[src/rtl/calc_sequencer.sv]
// rtl/calc_sequencer.sv - key-entry, execution and BCD conversion controller for the two-digit calculator
module calc_sequencer (
  input  logic        clk,
  input  logic        rst_n,
  input  logic        key_valid,
  input  logic [3:0]  key_code,
  output logic [3:0]  n2dig1,
  output logic [3:0]  n2dig0,
  output logic [3:0]  n1dig1,
  output logic [3:0]  n1dig0,
  output logic [1:0]  op,
  input  logic [13:0] num,
  output logic [3:0]  res3,
  output logic [3:0]  res2,
  output logic [3:0]  res1,
  output logic [3:0]  res0,
  output logic        neg,
  output logic        busy,
  output logic        done,
  output logic        err
);

  typedef enum logic [2:0] {S_A, S_B, S_CALC, S_CONV, S_DONE, S_ERR} state_t;

  state_t      state, state_nx;
  logic [3:0]  a1, a0, b1, b0;
  logic [1:0]  op_r;
  logic        swap, neg_r, b_seen, done_r;
  logic [13:0] bin;
  logic [15:0] bcd, bcd_shift;
  logic [3:0]  cnt;
  logic [3:0]  r3, r2, r1, r0;

  logic       is_clear, is_digit, is_oper, is_eq;
  logic [1:0] op_key;
  logic       div_zero, a_lt_b, last_iter;

  // Operator keys 10..13 map to op 0..3 by subtracting 2 modulo 4 on the low bits.
  assign op_key    = key_code[1:0] - 2'd2;
  assign is_clear  = key_valid && (key_code == 4'd15);
  assign is_digit  = key_valid && (key_code <= 4'd9);
  assign is_oper   = key_valid && (key_code >= 4'd10) && (key_code <= 4'd13);
  assign is_eq     = key_valid && (key_code == 4'd14);
  assign div_zero  = (op_r == 2'b11) && (b1 == 4'd0) && (b0 == 4'd0);
  assign a_lt_b    = {a1, a0} < {b1, b0};
  assign last_iter = (cnt == 4'd13);

  function automatic logic [15:0] dd_step(input logic [15:0] v, input logic in_bit);
    logic [15:0] adj;
    adj = v;
    for (int i = 0; i < 4; i++) begin
      if (adj[4*i +: 4] >= 4'd5) adj[4*i +: 4] = adj[4*i +: 4] + 4'd3;
    end
    return (adj << 1) | {15'd0, in_bit};
  endfunction

  assign bcd_shift = dd_step(bcd, bin[13]);

  always_ff @(posedge clk or negedge rst_n) begin
    if (!rst_n) state <= S_A;
    else        state <= state_nx;
  end

  always_comb begin
    state_nx = state;
    if (is_clear) begin
      state_nx = S_A;
    end else begin
      case (state)
        S_A:     if (is_oper) state_nx = S_B;
        S_B:     if (is_eq) state_nx = div_zero ? S_ERR : S_CALC;
        S_CALC:  state_nx = S_CONV;
        S_CONV:  if (last_iter) state_nx = S_DONE;
        S_DONE,
        S_ERR:   if (is_digit) state_nx = S_A;
        default: state_nx = S_A;
      endcase
    end
  end

  always_ff @(posedge clk or negedge rst_n) begin
    if (!rst_n) begin
      a1 <= 4'd0; a0 <= 4'd0; b1 <= 4'd0; b0 <= 4'd0;
      op_r <= 2'd0; swap <= 1'b0; neg_r <= 1'b0; b_seen <= 1'b0;
      bin <= 14'd0; bcd <= 16'd0; cnt <= 4'd0;
      r3 <= 4'd0; r2 <= 4'd0; r1 <= 4'd0; r0 <= 4'd0;
      done_r <= 1'b0;
    end else begin
      done_r <= 1'b0;
      if (is_clear) begin
        a1 <= 4'd0; a0 <= 4'd0; b1 <= 4'd0; b0 <= 4'd0;
        op_r <= 2'd0; swap <= 1'b0; neg_r <= 1'b0; b_seen <= 1'b0;
        r3 <= 4'd0; r2 <= 4'd0; r1 <= 4'd0; r0 <= 4'd0;
      end else begin
        case (state)
          S_A: begin
            if (is_digit) begin
              a1 <= a0;
              a0 <= key_code;
            end else if (is_oper) begin
              op_r   <= op_key;
              b1     <= 4'd0;
              b0     <= 4'd0;
              b_seen <= 1'b0;
            end
          end
          S_B: begin
            if (is_digit) begin
              b1     <= b0;
              b0     <= key_code;
              b_seen <= 1'b1;
            end else if (is_oper && !b_seen) begin
              op_r <= op_key;
            end else if (is_eq) begin
              if (div_zero) begin
                r3 <= 4'd0; r2 <= 4'd0; r1 <= 4'd0; r0 <= 4'd0;
              end else begin
                swap  <= (op_r == 2'b01) && a_lt_b;
                neg_r <= (op_r == 2'b01) && a_lt_b;
              end
            end
          end
          S_CALC: begin
            bin <= num;
            bcd <= 16'd0;
            cnt <= 4'd0;
          end
          S_CONV: begin
            bcd <= bcd_shift;
            bin <= {bin[12:0], 1'b0};
            cnt <= cnt + 4'd1;
            if (last_iter) begin
              r3     <= bcd_shift[15:12];
              r2     <= bcd_shift[11:8];
              r1     <= bcd_shift[7:4];
              r0     <= bcd_shift[3:0];
              done_r <= 1'b1;
            end
          end
          S_DONE, S_ERR: begin
            // A digit starts a fresh calculation with that digit as A.
            if (is_digit) begin
              a1 <= 4'd0; a0 <= key_code;
              b1 <= 4'd0; b0 <= 4'd0;
              swap <= 1'b0; neg_r <= 1'b0; b_seen <= 1'b0;
            end
          end
          default: ;
        endcase
      end
    end
  end

  assign n2dig1 = swap ? b1 : a1;
  assign n2dig0 = swap ? b0 : a0;
  assign n1dig1 = swap ? a1 : b1;
  assign n1dig0 = swap ? a0 : b0;
  assign op     = op_r;
  assign res3   = r3;
  assign res2   = r2;
  assign res1   = r1;
  assign res0   = r0;
  assign neg    = neg_r;
  assign busy   = (state == S_CALC) || (state == S_CONV);
  assign done   = done_r;
  assign err    = (state == S_ERR);

endmodule
[config.mk]
export PLATFORM = sky130hd
export DESIGN_NAME = calc_sequencer
export DESIGN_NICKNAME = d
export VERILOG_FILES = /design/src/rtl/calc_sequencer.sv
export SDC_FILE = /design/constraint.sdc
export NUM_CORES = 1
export LEC_CHECK = 0
export BUFFER_PORTS_ARGS = -buffer_cell sky130_fd_sc_hd__buf_2
export CORE_MARGIN = 1
export CORE_UTILIZATION = 37
export DETAILED_ROUTE_END_ITERATION = 7
export GPL_ROUTABILITY_DRIVEN = 0
export SLEW_MARGIN = 10
export SYNTH_ARGS = -nofsm -noshare
export SYNTH_HDL_FRONTEND = slang
export SYNTH_SLANG_ARGS = --single-unit
[constraint.sdc]
create_clock -name clk -period 3.6 [get_ports clk]
set_input_delay 0.18 -clock clk [delete_from_list [all_inputs] [get_ports clk]]
set_output_delay 0.18 -clock clk [all_outputs]
set_load 0.1 [all_outputs]
# ---- Word level (Yosys, flattened, before mapping)
# Index checks and enable logic that the tools add are counted.
dict set report classes {
  n_eq_ne 22
  n_reduce_logical 32
  n_bitwise 2
  add_sub_neg 6
  muxes 69
  order_cmp 8
}
# cell count
set ops {}
lappend ops {{2-to-1 mux 4 bit} 30}
lappend ops {{case mux 4 bit (2 select lines)} 6}
lappend ops {{inequality test 3 bit, second input constant} 12}
lappend ops {{case mux 16 bit (2 select lines)} 1}
lappend ops {{case mux 14 bit (2 select lines)} 1}
lappend ops {{case mux 4 bit (3 select lines)} 2}
lappend ops {{2-to-1 mux 3 bit} 7}
lappend ops {{>= comparator 4 x 3 -> 1 bit, second input constant} 4}
lappend ops {{OR 16 x 1 -> 16 bit} 1}
lappend ops {{case mux 3 bit (5 select lines)} 1}
lappend ops {{2-to-1 mux 1 bit} 13}
lappend ops {{adder 4 x 2 -> 4 bit, second input constant} 3}
lappend ops {{equality test 4 bit, second input constant} 3}
lappend ops {{AND reduction 6 bit} 2}
lappend ops {{nonzero test 3 bit} 4}
lappend ops {{2-to-1 mux 2 bit} 5}
lappend ops {{AND reduction 5 bit} 2}
lappend ops {{logical AND 1 bit} 9}
lappend ops {{<= comparator 4 bit, second input constant} 2}
lappend ops {{zero test 4 bit} 2}
lappend ops {{< comparator 8 bit} 1}
lappend ops {{equality test 3 x 2 -> 1 bit, second input constant} 2}
lappend ops {{equality test 3 bit, second input constant} 2}
lappend ops {{nonzero test 2 bit} 3}
lappend ops {{20 further kinds} 21}
dict set report word_totals {
  input_bits 21
  out_inout_bits 38
  register_bits 74
}

# ---- Logic depth before layout (Yosys ltp)
# Gate-level depths: netlist of run 1.
dict set report logic_depth {
  depth_word 9
  mapped_depth 8
  depth_no_buf 7
}

# ---- Worst setup path before layout of run 1
# No wires, ideal clock.
dict set report synth_path {
  path_kind {reg2out}
  start {reg neg (netlist name)}
  end {out n1dig0[1]}
  t_arrival_ps 3320
  t_required_ps 3420
  path_buffers 2
  path_stages_with_launch 4
  path_slack_ps 100
  path_cell_list {dfrtp_1 clkbuf_1 clkbuf_1 o21ai_0}
}
# element line
set synth_rtl {}
lappend synth_rtl {{to (decl)} 10} ;# output logic [3:0] n1dig0,

# ---- Worst setup path in the final report of run 1
dict set report layout_path {
  start {reg state[1]}
  end {reg r2[1] (netlist: res2[1])}
}
dict set report layout_via {
  elab_chain_cells 3
}
# element line
set layout_rtl {}
lappend layout_rtl {{from (decl)} 25} ;# state_t state, state_nx;
lappend layout_rtl {{from (signal assigned)} 61} ;# else state <= state_nx;
lappend layout_rtl {{equality test 3 x 1 -> 1 bit / equality test 3 x 2 -> 1 bit (equally long branches)} 95} ;# case (state)
lappend layout_rtl {{inequality test 3 bit (no source line), or another cell as far along} --}
lappend layout_rtl {{AND reduction 6 bit (no source line) / 2-to-1 mux 4 bit (equally long branches)} --}
lappend layout_rtl {{to (signal assigned)} 134} ;# r2 <= bcd_shift[11:8];
lappend layout_rtl {{to (decl)} 32} ;# logic [3:0] r3, r2, r1, r0;
# Several ways; a longest one is shown, not always the timed one.
# A chain may end at the register's enable or synchronous reset.

==> flow_metrics.py, run 1 <==
metrics = {
    "min_path": {
        "worstHoldPathType": "input pin to flop",
        "worstHoldPathCells": 3,
    },
    "sta": {
        "timing.final.crit_period_ns": 2.277,
        "final-hold-violation-count": 0,
        "setup_total_negative_slack_ns": 0,
        "max_freq_mhz": 439.2,
        "min_period_over_period": 0.6325,
        "rsz_0062_raised_after_global_routing": "false",
        "maxSlewHeadroom": 0.4356,
        "maxSlewViolCount": 0,
        "worst_clock_skew_ns": 0.009144,
        "timing_worst_slew_pin_value_ns": 0.8391,
        "finalSetupViolCount": 0,
    },
    "logic_synthesis": {
        "combinational_family_with_the_most_area_after_synthesis": "compound AO/OA/AOI/OAI gates",
        "synth-edff-count": 0,
        "netlist_area_um2": 3920,
        "synth_top_area_share": 0.4724,
        "ys_ff_latch": 74,
        "synth_cell_type_count": 50,
        "share_of_synthesized_cell_area_in_and_or_nand_and_nor_gates": 0.1577,
        "synth_compound_area_frac": 0.1858,
        "postSynth.asyncResetShare": 1.000,
        "synthTopCellsByArea": "dfrtp_1, o21ai_0, ha_1, nand2_1, mux2i_1",
        "leading_area_contributor_after_synthesis": "dfrtp_1",
        "number_of_nets_produced_by_synthesis": 440,
        "ys_dominant_reg_cell": "dfrtp_1",
        "synth_adder_area_share": 0.05426,
        "synth_warnings": 0,
        "post_synth_mux_area_share": 0.07182,
        "syn_area_per_cell_um2": 9.751,
        "syn-instance-count": 402,
        "post_synth_xor_area_fraction": 0.01341,
        "ys_seq_area_frac": 0.4724,
    },
    "layout": {
        "antennaDiodeCount": 0,
        "fill_cells": 1029,
        "post_route_cells_drive_above_1_share": 0.2056,
        "leading_cell_type_in_the_layout_fill_and_taps_excluded": "dfrtp_1",
        "mostFrequentLayoutCells": "dfrtp_1, buf_2, o21ai_0, nand2_1, a22o_1",
        "nets": 496,
        "flow.area_growth_from_synthesis_pct": 14.94,
        "seq_area_um2": 1852,
        "multi_input_combinational_cell_area_um2": 1897,
    },
    "detailed_routing": {
        "detail_route.wl_per_cell_um": 15.38,
        "post-route-drc-count": 0,
        "drt_iter0_drc": 237,
        "detail-route-antenna-nets": 0,
        "totalWireLength_um": 9195,
        "first_pass_iters": 4,
        "vias_per_cell": 5.261,
        "num_vias": 3146,
    },
    "floorplan": {
        "core_area_um2": 10280,
        "placementRows": 37,
        "die_height_um": 104.9,
        "die_width_um": 104.9,
        "die-area_um2": 11010,
        "num_io_pins": 59,
        "initial_core_util": 0.3814,
    },
    "critical_path": {
        "cpMaxStageDelayCell": "dfrtp_1",
        "critical_path_peak_fanout": 16,
        "timing.critical_path.slowest_cell_delay_ns": 0.65,
        "setup.worst_path.class": "flop to flop",
        "cp_data_required_time_ns": 3.88,
        "timing.critical_path.cells": "nand2_1, buf_4, nor2_1, and2_1, a22o_1",
        "crit_arrival_ns": 2.56,
        "start_kind": "flop",
        "r2r.worst_path.cells": 5,
        "critical_path_capture_point_type": "flop",
    },
    "power_and_ir_drop": {
        "power.share.combinational": 0.489,
        "power_switching_share": 0.5228,
        "p_clk_frac": 0.161,
        "pwr-share-seq": 0.351,
        "total_leakage_power_nw": 2.188,
        "net_switching_power_mw": 1.876,
        "power_per_cell_area_nw_per_um2": 796.4,
        "cellInternalPower_mw": 1.712,
        "max-vdd-ir-drop_v": 0.0006173,
        "totalPowerFinal_mw": 3.588,
    },
    "global_routing": {
        "initial_antenna_violation_count": 0,
        "grt_use_total": 0.1798,
        "largest_net_degree_at_the_start_of_global_routing": 51,
        "grt_pass1_wl_um": 15580,
        "globalRoute.totalOverflow": 0,
        "number_of_global_route_vias_before_repair": 3086,
    },
    "placed_design": {
        "dpl.hpwl_um": 6582,
        "io_buffers": 58,
    },
    "cts": {
        "ctsRootBufferMaster": "clkbuf_8",
        "total_clock_buffers_created_by_cts": 9,
        "tritoncts": "done",
        "post-cts-setup-buffer-count": 0,
        "worstSkewPairLatency_ns": 0.35,
        "number_of_clock_sinks": 74,
        "clkSlewWorstSetupHoldPaths_ns": 0.08,
        "clock_tree.buffer_depth": 2,
        "htree_num_levels": 3,
    },
    "outcome": {
        "result_of_the_run": "finished clean",
    },
    "flow_run": {
        "timing.max_cap.violations": 0,
    },
}
## path summary, 6_finish.rpt
kind / from / to / slack, ns
setup / recovery: state[1] / res2[1] / 1.32
hold / removal: num[0] / bin[0] / 0.08
setup reg to reg: state[1] / res2[1] / 1.32
hold reg to reg: bin[8] / bin[8] / 0.48
max in group asynchronous: rst_n / bcd[11] / 2.14
min in group asynchronous: rst_n / bin[7] / 0.43
## sequential cells by signal (all words and copies together), names as in the netlist
name,count
b1,4
a0,4
res3,4
done,1
res0,4
cnt,4
res1,4
res2,4
neg,1
b0,4
bcd,16
bin,14
a1,4
state,3
b_seen,1
op,2
## stage by stage
stage / worst slack [ns] / util / instance area, um^2 / std cells / hold WS [ns]
2_1_floorplan: 0.1004 / - / 3920 / 402 / -0.1156
3_3_place_gp: 1.382 / 0.4209 / 4325 / 582 / 0.2825
3_5_place_dp: 1.307 / 0.4209 / 4325 / 582 / 0.2848
4_1_cts: 1.268 / 0.4384 / 4506 / 598 / 0.06287
5_1_grt: 1.103 / 0.4384 / 4506 / 598 / 0.07317
6_report: 1.323 / 0.4384 / 4506 / 598 / 0.08040
## worst max-delay path, delay by kind of cell (launching register included)
family          cells  cell delay (ns)
compound gates      1             0.22
buf+inv             1             0.23
simple gates        3             1.10
flops               1             0.65
## layout make-up
| class | instances | share of cell area |
|---|---|---|
| well taps | 136 | 0.03777 |
| clock inverters | 3 | 0.003332 |
| multi-input cells | 289 | 0.4210 |
| inverters | 19 | 0.01583 |
| repair buffers | 65 | 0.07665 |
| flip-flops and latches | 74 | 0.4110 |
| clock buffers | 12 | 0.03443 |
## power by group through the flow
stage | Combinational [mW] | Sequential, mW | Clock (mW)
2_1_floorplan | 1.33 | 1.38 | 0
3_5_place_dp | 1.76 | 1.27 | 0
3_3_place_gp | 1.75 | 1.27 | 0
4_1_cts | 1.77 | 1.26 | 0.598
5_1_grt | 1.88 | 1.29 | 0.633
6_report | 1.75 | 1.26 | 0.576
## synthesized netlist by cell type, types with 5 or more instances
library cell	instances
a21oi_1	19
nand2_1	53
clkbuf_1	10
a22o_1	20
dfrtp_1	74
nor2_1	12
o31ai_1	8
mux2_2	9
nor3b_1	5
buf_2	5
mux2i_1	18
nand3_1	15
ha_1	17
inv_1	19
nor2b_1	5
nand2b_1	5
or3_1	7
o21ai_0	54
## metal layers
| layer | vias to the layer above | global-route usage | part of all wire |
|---|---|---|---|
| met5 | - | 0 | 0 |
| met4 | 0 | 0.07243 | 0.020 |
| met3 | 18 | 0.03805 | 0.046 |
| met2 | 88 | 0.2711 | 0.46 |
| met1 | 1492 | 0.2514 | 0.47 |
| li1 | 1548 | - | - |
## logic make-up (layout without fill, tap and decap cells)
family,Yosys count,in the layout
and+or+nand+nor,122,122
DFF,74,74
adders and majority gates,17,17
xor gates and xnor gates,6,6
AOI/OAI and AO/OA,117,117
muxes,27,27
buffers and inverters,39,99
## repair_timing
| action | in CTS | in global routing |
|---|---|---|
| gates resized for setup | 0 | 0 |
| endpoints found under the hold margin | 31 | 0 |
| hold buffers | 1 | 0 |
No activity file was read; power rests on OpenSTA's default activity.
==> inputs of run 2 (changes only) <==
==> constraint.sdc (replaced) <==
create_clock -name clk -period 2.2 [get_ports clk]
set_input_delay 0.11 -clock clk [delete_from_list [all_inputs] [get_ports clk]]
set_output_delay 0.11 -clock clk [all_outputs]
set_load 0.1 [all_outputs]
==> flow_metrics.py, run 2 (synthesis results as in run 1) <==
metrics = {
    "power_and_ir_drop": {
        "power.share.combinational": 0.458,
        "pwr-share-seq": 0.320,
        "power_switching_share": 0.4877,
        "total_leakage_power_nw": 2.278,
        "p_clk_frac": 0.222,
        "max-vdd-ir-drop_v": 0.001041,
        "net_switching_power_mw": 3.149,
        "power_per_cell_area_nw_per_um2": 1372,
        "cellInternalPower_mw": 3.309,
        "totalPowerFinal_mw": 6.458,
    },
    "critical_path": {
        "r2r.worst_path.cells": 5,
        "crit-reg2reg-capture": "res1[2]",
        "critical_path_capture_point_type": "flop",
        "crit_arrival_ns": 2.24,
        "cp_data_required_time_ns": 2.43,
        "critical_path_peak_fanout": 8,
        "r2r_setup_slack_ns": 0.19,
        "start_kind": "flop",
        "setup.worst_path.class": "flop to flop",
        "critical_path.reg2reg.startpoint": "b0[2]",
    },
    "global_routing": {
        "number_of_global_route_vias_before_repair": 3213,
        "largest_net_degree_at_the_start_of_global_routing": 44,
        "grt_use_total": 0.1827,
        "globalRoute.totalOverflow": 0,
        "initial_antenna_violation_count": 0,
        "grt_pass1_wl_um": 16020,
    },
    "sta": {
        "finalSetupViolCount": 0,
        "rsz_0062_raised_after_global_routing": "false",
        "maxSlewHeadroom": 0.5386,
        "worst_clock_skew_ns": 0.01188,
        "final_critical_path_setup_slack_ns": 0.1929,
        "max_freq_mhz": 498.2,
        "min_period_over_period": 0.9123,
        "setup_total_negative_slack_ns": 0,
        "final-hold-violation-count": 0,
        "timing_worst_slew_pin_value_ns": 0.6895,
        "timing.final.crit_period_ns": 2.007,
        "finalHoldWorstSlack_ns": 0.01072,
        "maxSlewViolCount": 0,
    },
    "detailed_routing": {
        "num_vias": 3144,
        "first_pass_iters": 4,
        "post-route-drc-count": 0,
        "detail_route.wl_per_cell_um": 15.41,
        "drt_iter0_drc": 166,
        "totalWireLength_um": 9372,
        "vias_per_cell": 5.171,
        "detail-route-antenna-nets": 0,
    },
    "placed_design": {
        "dpl.hpwl_um": 6786,
        "dpl_cell_area_um2": 4422,
        "io_buffers": 58,
        "detailedPlace.worstSlack_ns": 0.2006,
    },
    "min_path": {
        "worstHoldPathCells": 3,
        "hold-path-endpoint": "bin[0]",
        "worstHoldPathType": "input pin to flop",
        "hold_path.startpoint": "num[0]",
    },
    "floorplan": {
        "die_height_um": 104.9,
        "die_width_um": 104.9,
        "die-area_um2": 11010,
        "num_io_pins": 59,
        "placementRows": 37,
        "initial_core_util": 0.3814,
        "core_area_um2": 10280,
    },
    "layout": {
        "mostFrequentLayoutCells": "dfrtp_1, buf_2, nand2_1, o21ai_0, a22o_1",
        "leading_cell_type_in_the_layout_fill_and_taps_excluded": "dfrtp_1",
        "fill_cells": 992,
        "finalInstanceArea_um2": 4706,
        "post_route_cells_drive_above_1_share": 0.2331,
        "antennaDiodeCount": 0,
        "largest_reg_flops": 16,
        "regMostFlops": "bcd",
        "biggestRegsByFlops": "bcd x16, bin x14",
        "nets": 505,
        "flow.area_growth_from_synthesis_pct": 20.04,
    },
    "cts": {
        "htree_num_levels": 3,
        "total_clock_buffers_created_by_cts": 9,
        "number_of_clock_sinks": 74,
        "worstSkewPairLatency_ns": 0.35,
        "clock_tree.buffer_depth": 2,
        "post_cts.resized_instances": 0,
        "ctsRootBufferMaster": "clkbuf_8",
        "clkSlewWorstSetupHoldPaths_ns": 0.08,
        "tritoncts": "done",
    },
    "flow_run": {
        "timing.max_cap.violations": 0,
    },
    "outcome": {
        "result_of_the_run": "finished clean",
    },
}
-- run 2: area by class of cell --
type | count | area, um^2 | area share
inverter | 19 | 71.32 | 0.01516
sequential | 74 | 1858 | 0.3948
clock buffer | 10 | 137.6 | 0.02925
multi-input combinational | 289 | 1904 | 0.4047
tap | 136 | 170.2 | 0.03616
clock inverter | 6 | 136.4 | 0.02898
timing repair buffer | 74 | 427.9 | 0.09093
-- run 2: worst max-delay path by stage --
stage / start / endpoint / slack (ns) / cells past startpoint
after floorplan: neg / n1dig0[1] / -0.32 / 3
after global placement: b0[2] / res1[2] / 0.24 / 5
after detailed placement: b0[2] / res1[0] / 0.20 / 5
after CTS: b0[2] / res0[1] / 0.20 / 5
after global routing: b1[0] / res1[0] / 0.12 / 5
final: b0[2] / res1[2] / 0.19 / 5
-- run 2: critical path, stage by stage, from the launching register on --
cell      delay (ns)
dfrtp_1         0.41
or4bb_2         0.67
nor4_4          0.24
a311oi_1        0.17
buf_4           0.21
a22o_1          0.20
-- run 2: routing by layer --
layer | global-route usage | vias up | wire length [um]
li1 | - | 1567 | -
met1 | 0.2497 | 1499 | 4434
met2 | 0.2947 | 67 | 4453
met3 | 0.02870 | 11 | 368
met4 | 0.06237 | 0 | 115
met5 | 0 | - | 0
-- run 2: what timing repair did --
action	in CTS	in global routing
buffers inserted	0	0
hold buffers	1	0
endpoints found under the hold margin	31	0
-- run 2: metrics by stage --
stage,utilization,cells
floorplan,-,402
global placement,0.4302,591
detailed placement,0.4302,591
CTS,0.4579,608
global route,0.4579,608
finish,0.4579,608
-- run 2: power by group through the flow --
stage               combinational (mW)  sequential, mW  clock (mW)
floorplan                         2.19            2.27           0
global placement                  2.92            2.08           0
detailed placement                2.97            2.10           0
CTS                               2.97            2.07        1.46
global route                      3.17            2.13        1.51
finish                            2.96            2.07        1.43
==> inputs of run 3 (changes only) <==
--- a/config.mk
+++ b/config.mk
@@ -6,6 +6,7 @@
 export NUM_CORES = 1
 export LEC_CHECK = 0
 export BUFFER_PORTS_ARGS = -buffer_cell sky130_fd_sc_hd__buf_2
+export CORE_ASPECT_RATIO = 1.5
 export CORE_MARGIN = 1
 export CORE_UTILIZATION = 37
 export DETAILED_ROUTE_END_ITERATION = 7
==> flow_metrics.py, run 3 (synthesis results as in run 1) <==
metrics = {
    "detailed_routing": {
        "drt_iter0_drc": 142,
        "totalWireLength_um": 9623,
        "first_pass_iters": 4,
        "post-route-drc-count": 0,
        "detail_route.wl_per_cell_um": 15.75,
        "num_vias": 3193,
        "detail-route-antenna-nets": 0,
        "vias_per_cell": 5.226,
    },
    "flow_run": {
        "timing.max_cap.violations": 0,
    },
    "cts": {
        "ctsRootBufferMaster": "clkbuf_16",
        "tritoncts": "done",
        "post_cts.resized_instances": 0,
        "total_clock_buffers_created_by_cts": 9,
        "clock_tree.buffer_depth": 2,
        "number_of_clock_sinks": 74,
        "worstSkewPairLatency_ns": 0.33,
        "post-cts-setup-buffer-count": 0,
        "clkSlewWorstSetupHoldPaths_ns": 0.06,
        "htree_num_levels": 3,
    },
    "power_and_ir_drop": {
        "total_leakage_power_nw": 2.268,
        "max-vdd-ir-drop_v": 0.0006532,
        "power_per_cell_area_nw_per_um2": 1356,
    },
    "layout": {
        "largest_reg_flops": 16,
        "biggestRegsByFlops": "bcd x16, bin x14",
        "post_route_cells_drive_above_1_share": 0.2213,
        "regMostFlops": "bcd",
        "mostFrequentLayoutCells": "dfrtp_1, buf_2, nand2_1, o21ai_0, a22o_1",
        "flow.area_growth_from_synthesis_pct": 19.95,
        "leading_cell_type_in_the_layout_fill_and_taps_excluded": "dfrtp_1",
        "antennaDiodeCount": 0,
        "final_cells": 611,
        "fill_cells": 974,
        "nets": 503,
    },
    "critical_path": {
        "crit_cells": 5,
        "cpMaxStageDelayCell": "or4bb_2",
        "crit_arrival_ns": 2.24,
        "critical_path_peak_fanout": 10,
        "timing.critical_path.from": "b0[2]",
        "crit-reg2reg-capture": "res1[0]",
        "r2r_setup_slack_ns": 0.20,
        "timing.critical_path.slowest_cell_delay_ns": 0.67,
        "r2r.worst_path.cells": 5,
        "timing.critical_path.cells": "or4bb_2, nor4_4, a21boi_2, or3_1, o21ai_0",
        "critical_path_capture_point_type": "flop",
        "setup.worst_path.class": "flop to flop",
        "critical_path.reg2reg.startpoint": "b0[2]",
        "setup.worst_path.end": "res1[0]",
        "cp_data_required_time_ns": 2.44,
        "start_kind": "flop",
        "timing.critical_path.buf_inv": 0,
        "critical_path.top_delay_family": "simple AND/OR/NAND/NOR gates",
    },
    "sta": {
        "rsz_0062_raised_after_global_routing": "false",
        "timing.final.crit_period_ns": 2.000,
        "final-hold-violation-count": 0,
        "finalHoldWorstSlack_ns": 0.05806,
        "maxSlewHeadroom": 0.5309,
        "finalSetupViolCount": 0,
        "max_freq_mhz": 500.1,
        "timing_worst_slew_pin_value_ns": 0.7011,
        "min_period_over_period": 0.9089,
        "final_critical_path_setup_slack_ns": 0.2004,
        "worst_clock_skew_ns": 0.006229,
        "maxSlewViolCount": 0,
    },
    "placed_design": {
        "dpl.hpwl_um": 6986,
        "io_buffers": 58,
        "detailedPlace.worstSlack_ns": 0.2226,
        "place.detailed.instances": 594,
    },
    "outcome": {
        "result_of_the_run": "finished clean",
    },
    "global_routing": {
        "grt_use_total": 0.1896,
        "grt_pass1_wl_um": 16100,
        "globalRoute.totalOverflow": 0,
        "largest_net_degree_at_the_start_of_global_routing": 51,
        "initial_antenna_violation_count": 0,
        "number_of_global_route_vias_before_repair": 3230,
    },
    "floorplan": {
        "die_width_um": 86.04,
        "placementRows": 45,
        "num_io_pins": 59,
        "core_area_um2": 10190,
        "die_height_um": 128.1,
        "die-area_um2": 11020,
        "initial_core_util": 0.3847,
    },
    "min_path": {
        "worstHoldPathType": "input pin to flop",
        "worstHoldPathCells": 3,
        "hold_path.startpoint": "num[0]",
    },
}
[run 3: layout make-up]
cell class | instances | area [um^2] | area share
Clock inverter | 2 | 12.51 | 0.002661
Inverter | 19 | 71.32 | 0.01517
Timing Repair Buffer | 72 | 425.4 | 0.09047
Multi-Input combinational cell | 289 | 1904 | 0.4050
Sequential cell | 74 | 1858 | 0.3952
Clock buffer | 14 | 254.0 | 0.05402
Tap cell | 141 | 176.4 | 0.03752
[run 3: worst min-delay path, delay by kind of cell]
kind | cells | cell delay, ns
buffers and inverters | 1 | 0.10
AO/OA/AOI/OAI | 1 | 0.08
AND/OR/NAND/NOR | 1 | 0.05
[run 3: stage by stage]
stage | setup TNS [ns] | total power [mW] | cell area (um^2) | util
after floorplan | -2.214 | 4.462 | 3934 | -
after detailed placement | 0 | 5.087 | 4425 | 0.4343
final | 0 | 6.378 | 4702 | 0.4614
after global routing | 0 | 6.742 | 4702 | 0.4614
after CTS | 0 | 6.434 | 4702 | 0.4614
after global placement | 0 | 5.031 | 4425 | 0.4343
[run 3: worst min path at each step]
stage / slack (ns) / to
after floorplan: -0.19 / a0[0]
after global placement: 0.17 / a0[1]
after detailed placement: 0.17 / a1[1]
after CTS: 0.04 / bin[0]
after global routing: 0.08 / bin[0]
final: 0.06 / bin[0]
[run 3: layer usage]
| layer | global-route usage | vias to the layer above | wire [um] |
|---|---|---|---|
| met2 | 0.3357 | 73 | 4990 |
| met1 | 0.2198 | 1536 | 4041 |
| met3 | 0.03477 | 17 | 365 |
| met5 | 0 | - | 0 |
| met4 | 0.08627 | 0 | 226 |
| li1 | - | 1567 | - |
[run 3: repair_timing]
item | 4_1_cts | 5_1_grt
setup endpoints to repair | 0 | 0
hold buffers | 1 | 0
endpoints found under the hold margin | 44 | 0
[run 3: power breakdown]
part           switching (mW)  internal [mW]  total (mW)
Sequential              0.395           1.70        2.09
Clock                   0.531          0.794        1.33
Combinational            2.24          0.723        2.96
